===== config.mk =====
export PLATFORM = sky130hd
export DESIGN_NAME = apb_master
export DESIGN_NICKNAME = d
export VERILOG_FILES = /design/src/rtl/shared_pkg.sv /design/src/rtl/apb_master.sv
export SDC_FILE = /design/constraint.sdc
export NUM_CORES = 1
export LEC_CHECK = 0
export CORE_ASPECT_RATIO = 1.4
export CORE_MARGIN = 2
export CORE_UTILIZATION = 35
export DETAILED_ROUTE_END_ITERATION = 10
export PLACE_DENSITY = 0.76
export SETUP_SLACK_MARGIN = 0.02
export SLEW_MARGIN = 20
export SYNTH_ARGS = -nofsm -noshare
export SYNTH_HDL_FRONTEND = slang
export SYNTH_SLANG_ARGS = --single-unit
export TNS_END_PERCENT = 5

===== constraint.sdc =====
create_clock -name clk -period 1.4 [get_ports clk]
set_input_delay 0.21 -clock clk [delete_from_list [all_inputs] [get_ports clk]]
set_output_delay 0.21 -clock clk [all_outputs]
set_load 0.01 [all_outputs]

===== src/rtl/shared_pkg.sv =====
// shared_pkg: APB widths and the apb_master FSM state type shared by RTL and bench
package shared_pkg;
  localparam int ADDR_WIDTH = 32;
  localparam int DATA_WIDTH = 32;
  localparam int PSTRB_WIDTH = DATA_WIDTH / 8;
  typedef enum logic [1:0] {IDLE, SETUP, ACCESS, RESP} apb_master_state_e;
endpackage


===== src/rtl/apb_master.sv =====
// apb_master: single-outstanding APB requester with registered outputs and an ACCESS-phase timeout
module apb_master #(
  parameter int ADDR_WIDTH = shared_pkg::ADDR_WIDTH,
  parameter int DATA_WIDTH = shared_pkg::DATA_WIDTH,
  parameter int TIMEOUT_CYCLES = 16
) (
  input  logic                    clk,
  input  logic                    PRESET,
  input  logic                    cmd_valid,
  output logic                    cmd_ready,
  input  logic                    cmd_write,
  input  logic [ADDR_WIDTH-1:0]   cmd_addr,
  input  logic [DATA_WIDTH-1:0]   cmd_wdata,
  input  logic [DATA_WIDTH/8-1:0] cmd_strb,
  input  logic [2:0]              cmd_prot,
  output logic                    rsp_valid,
  input  logic                    rsp_ready,
  output logic [DATA_WIDTH-1:0]   rsp_rdata,
  output logic                    rsp_err,
  output logic                    rsp_timeout,
  output logic [ADDR_WIDTH-1:0]   PADDR,
  output logic [2:0]              PPROT,
  output logic                    PSELx,
  output logic                    PENABLE,
  output logic                    PWRITE,
  output logic [DATA_WIDTH-1:0]   PWDATA,
  output logic [DATA_WIDTH/8-1:0] PSTRB,
  input  logic [DATA_WIDTH-1:0]   PRDATA,
  input  logic                    PREADY,
  input  logic                    PSLVERR
);
  import shared_pkg::*;
  localparam int SW = DATA_WIDTH / 8;
  localparam int CW = TIMEOUT_CYCLES > 0 ? $clog2(TIMEOUT_CYCLES + 1) : 1;
  apb_master_state_e state_q, state_d;
  logic [CW-1:0] cnt_q, cnt_d, cnt_inc;
  logic cmd_ready_q, cmd_ready_d;
  logic psel_q, psel_d, penable_q, penable_d, pwrite_q, pwrite_d;
  logic [ADDR_WIDTH-1:0] paddr_q, paddr_d;
  logic [2:0] pprot_q, pprot_d;
  logic [DATA_WIDTH-1:0] pwdata_q, pwdata_d;
  logic [SW-1:0] pstrb_q, pstrb_d;
  logic rsp_valid_q, rsp_valid_d, rsp_err_q, rsp_err_d, rsp_to_q, rsp_to_d;
  logic [DATA_WIDTH-1:0] rsp_rdata_q, rsp_rdata_d;
  logic tmo;
  always_comb begin
    state_d = state_q;
    cnt_d = cnt_q;
    cnt_inc = cnt_q + 1'b1;
    psel_d = psel_q;
    penable_d = penable_q;
    pwrite_d = pwrite_q;
    paddr_d = paddr_q;
    pprot_d = pprot_q;
    pwdata_d = pwdata_q;
    pstrb_d = pstrb_q;
    rsp_valid_d = rsp_valid_q;
    rsp_err_d = rsp_err_q;
    rsp_to_d = rsp_to_q;
    rsp_rdata_d = rsp_rdata_q;
    tmo = (TIMEOUT_CYCLES != 0) && (cnt_inc == CW'(TIMEOUT_CYCLES));
    case (state_q)
      IDLE: if (cmd_valid) begin
        state_d = SETUP;
        cnt_d = '0;
        psel_d = 1'b1;
        penable_d = 1'b0;
        pwrite_d = cmd_write;
        paddr_d = cmd_addr;
        pprot_d = cmd_prot;
        pwdata_d = cmd_write ? cmd_wdata : '0;
        pstrb_d = cmd_write ? cmd_strb : '0;
      end
      SETUP: begin
        state_d = ACCESS;
        penable_d = 1'b1;
      end
      ACCESS: if (PREADY) begin
        state_d = RESP;
        psel_d = 1'b0;
        penable_d = 1'b0;
        rsp_valid_d = 1'b1;
        rsp_rdata_d = pwrite_q ? '0 : PRDATA;
        rsp_err_d = PSLVERR;
        rsp_to_d = 1'b0;
      end else begin
        cnt_d = cnt_inc;
        // a late PREADY in the final allowed cycle is handled above, so it beats the abort
        if (tmo) begin
          state_d = RESP;
          psel_d = 1'b0;
          penable_d = 1'b0;
          rsp_valid_d = 1'b1;
          rsp_rdata_d = '0;
          rsp_err_d = 1'b1;
          rsp_to_d = 1'b1;
        end
      end
      RESP: if (rsp_ready) begin
        state_d = IDLE;
        rsp_valid_d = 1'b0;
      end
      default: state_d = IDLE;
    endcase
    cmd_ready_d = state_d == IDLE;
  end
  always_ff @(posedge clk) begin
    if (PRESET) begin
      state_q <= IDLE;
      cnt_q <= '0;
      cmd_ready_q <= 1'b0;
      psel_q <= 1'b0;
      penable_q <= 1'b0;
      pwrite_q <= 1'b0;
      paddr_q <= '0;
      pprot_q <= '0;
      pwdata_q <= '0;
      pstrb_q <= '0;
      rsp_valid_q <= 1'b0;
      rsp_err_q <= 1'b0;
      rsp_to_q <= 1'b0;
      rsp_rdata_q <= '0;
    end else begin
      state_q <= state_d;
      cnt_q <= cnt_d;
      cmd_ready_q <= cmd_ready_d;
      psel_q <= psel_d;
      penable_q <= penable_d;
      pwrite_q <= pwrite_d;
      paddr_q <= paddr_d;
      pprot_q <= pprot_d;
      pwdata_q <= pwdata_d;
      pstrb_q <= pstrb_d;
      rsp_valid_q <= rsp_valid_d;
      rsp_err_q <= rsp_err_d;
      rsp_to_q <= rsp_to_d;
      rsp_rdata_q <= rsp_rdata_d;
    end
  end
  assign cmd_ready = cmd_ready_q;
  assign PSELx = psel_q;
  assign PENABLE = penable_q;
  assign PWRITE = pwrite_q;
  assign PADDR = paddr_q;
  assign PPROT = pprot_q;
  assign PWDATA = pwdata_q;
  assign PSTRB = pstrb_q;
  assign rsp_valid = rsp_valid_q;
  assign rsp_err = rsp_err_q;
  assign rsp_timeout = rsp_to_q;
  assign rsp_rdata = rsp_rdata_q;
endmodule


==> results.sh <==
export IMPL_outcome="complete, no violations"
export IMPL_fin_nets=792
export IMPL_reg2reg_depth=5
export IMPL_htreeDepth=4
export IMPL_async_flop_share=0
export IMPL_grt_pass1_vias=4211
export IMPL_postCtsHoldBufs=0
export IMPL_via_per_inst=4.95
export IMPL_worst_pin_slew_ns=0.359
export IMPL_clkTransAtPathRegs_ns=0.06
export IMPL_insertion_delay_ns=0.40
export IMPL_cp_end_kind="register"
export IMPL_hold_viol=0
export IMPL_rows=47
export IMPL_swShare=0.250
export IMPL_regToRegStartpoint="cnt_q[0]"
export IMPL_start_kind="register"
export IMPL_comb_power_share=0.138
export IMPL_clockRootBuffer="clkbuf_16"
export IMPL_grt_pass1_wl_um=20200
export IMPL_ys_ff_latch=117
export IMPL_cts_buffers=17
export IMPL_worstHoldPathType="in -> reg"
export IMPL_dieArea_um2=12800
export IMPL_cts_tree="built"
export IMPL_final_common_cell="dfxtp_1"
export IMPL_n_fill_cell=1079
export IMPL_antenna_cells=0
export IMPL_synth_edf_count=0
export IMPL_postRouteAntennaNets=0
export IMPL_stdcell_count=841
export IMPL_cts_buffer_depth=2
export IMPL_drive_above_1_share=0.107
export IMPL_r2r_slack_ns=0.04
export IMPL_period_share=0.971
export IMPL_seq_area_frac_synth=0.560
export IMPL_max_cap_violations=0
export IMPL_slew_viol_final=0
export IMPL_p_sw_mw=2.31
export IMPL_yosysWarnings=0
export IMPL_gp_congestion=0.799
export IMPL_ir_worst_vdd_v=0.000977
export IMPL_finalSetupViolCount=0
export IMPL_path_max_fanout=32
export IMPL_vias=4167
export IMPL_synth_area_top_cells="dfxtp_1 56%, nand2_1 10%, a21oi_1 9.8%, a22o_1 6.7%, nand3_1 4.7%"
export IMPL_fin_crit_ns=1.36
export IMPL_initial_core_util=0.355
export IMPL_coreArea_um2=11800
export IMPL_synthFlopType="dfxtp_1"
export IMPL_finClkSkew_ns=0.00582
export IMPL_final_cell_mix="111 x dfxtp_1, 110 x nand2_1, 109 x dlygate4sd2_1"
export IMPL_place_area_um2=6580
export IMPL_seqPwrFrac=0.393
export IMPL_die_w_um=96.4
export IMPL_p_int_mw=6.92
export IMPL_whs_ns=0.140
export IMPL_syn_area_um2=4180
export IMPL_synthDistinctLibCells=34
export IMPL_power_density_nw_per_um2=1300
export IMPL_drt_initial_drc_count=138
export IMPL_drt_first_pass_iters=4
export IMPL_rsz0062_at_grt="true"
export IMPL_routed_wirelength_um=13000
export IMPL_critPathKind="reg -> reg"
export IMPL_required_ns=1.74
export IMPL_grt_max_degree=40
export IMPL_numPortBuffers=219
export IMPL_postCtsSetupBuffers=0
export IMPL_yosysTopAreaCellShare=0.560
export IMPL_syn_avg_cell_area_um2=9.07
export IMPL_cp_slowest_stage_delay_ns=0.37
export IMPL_maxSlewHeadroom=0.760
export IMPL_synth_cells=461
export IMPL_crit_arrival_ns=1.70
export IMPL_hpwl_um=9260
export IMPL_leakage_nw=3.12
export IMPL_die_height_um=133
export IMPL_antenna_found_initial=0
export IMPL_holdPathEnd="PENABLE"
export IMPL_holdCritStartpoint="PRESET"
export IMPL_p_total_mw=9.23
export IMPL_clock_fmax_ghz=0.736
export IMPL_post_route_drc_count=0
export IMPL_whs_path_depth=2
export IMPL_clkPwrFrac=0.470
export IMPL_stdcell_area_um2=7080
export IMPL_r2r_end="rsp_rdata[29]"
export IMPL_dp_cells=809
export IMPL_syn2layout_area_growth_pct=69.4
export IMPL_grt_overflow_total=0
export IMPL_cts_sinks=117
export IMPL_crit_chain="and4b_1 > a21oi_2 > o2bb2ai_2 > buf_12 > a22o_1"
export IMPL_wl_per_cell_um=15.5
export IMPL_syn_nets=572
export IMPL_grt_use_total=0.200
export IMPL_critPathSlowestCell="dfxtp_4"
export IMPL_synth_top_area_cell="dfxtp_1"
export IMPL_pin_count=220
## per-layer routing
metal | part of all wire | up-vias | wire [um] | track usage
met5 | 0 | - | 0 | 0
met2 | 0.51 | 175 | 6650 | 0.350
met4 | 0.013 | 0 | 170 | 0.0587
met3 | 0.088 | 16 | 1140 | 0.0775
met1 | 0.39 | 1938 | 5080 | 0.221
li1 | - | 2038 | - | -
## what timing repair did
action                                  in CTS  in global routing
gates resized for setup                    116                 11
hold endpoints to repair                     0                  0
endpoints found under the setup margin     179                 73
pin swaps                                    0                 21
## worst max-delay path by stage
stage	start	to	slack, ns	cells after the start
after floorplan	cnt_q[0]	rsp_rdata[10]	0.06	6
after global placement	cmd_valid	PWDATA[1]	-0.24	5
after detailed placement	cmd_valid	PWDATA[16]	-0.30	5
after CTS	cnt_q[0]	rsp_rdata[29]	0.03	5
after global routing	state_q[0]	PWDATA[16]	-0.02	4
final	cnt_q[0]	rsp_rdata[29]	0.04	5
## cells in the mapped netlist, types with 3 or more instances
cell type and count:
nand3_1 39, nor3_1 3, a211oi_1 4, buf_2 9, a21oi_1 82, buf_6 7, dfxtp_1 117, buf_4 5
a22o_1 32, clkbuf_1 15, nor2_1 10, nand2_1 111
## kinds of logic (layout without fill, tap and decap cells)
logic type | count (synthesis) | in the layout | synth area share
adders and majority gates | 1 | 1 | 0.00299
buffers and inverters | 40 | 273 | 0.0557
DFF | 117 | 117 | 0.560
AOI/OAI and AO/OA | 128 | 128 | 0.192
and+or+nand+nor | 175 | 175 | 0.189
## cell type report
type	instances	area (um2)	share of cell area
sequential	117	2360	0.333
timing repair buffer	239	2290	0.323
multi-input combinational	304	1640	0.232
clock buffer	19	453	0.0640
tap	147	184	0.0260
clock inverter	13	149	0.0210
inverter	2	7.51	0.00106
## stage by stage
stage	setup WS (ns)	setup TNS, ns	utilization
after floorplan	0.0561	0	-
after global placement	-0.243	-22.28	0.560
after detailed placement	-0.303	-27.38	0.560
after CTS	0.0270	0	0.600
after global routing	-0.0158	-0.0864	0.602
final	0.0412	0	0.602
## flip-flops by register name, summed over array words and instances (netlist names), 2 cells and up
register and cells:
PSTRB 4, PADDR 32, state_q 2, cnt_q 5, PWDATA 32, rsp_rdata 32
PPROT 3
## critical path, delay by kind of cell (launching register included)
family / cells / cell delay, ns
AOI/OAI and AO/OA: 3 / 0.52
DFF: 1 / 0.37
buffers and inverters: 1 / 0.20
and+or+nand+nor: 1 / 0.20
## power groups by stage
stage,logic (mW),clock network [mW],registers (mW)
after detailed placement,1.39,0,3.70
final,1.27,4.34,3.62
after floorplan,0.489,0,3.76
after global routing,1.38,4.56,3.65
after CTS,1.28,4.40,3.63
after global placement,1.35,0,3.69
Note: power is estimated with default switching activity, not from simulation.
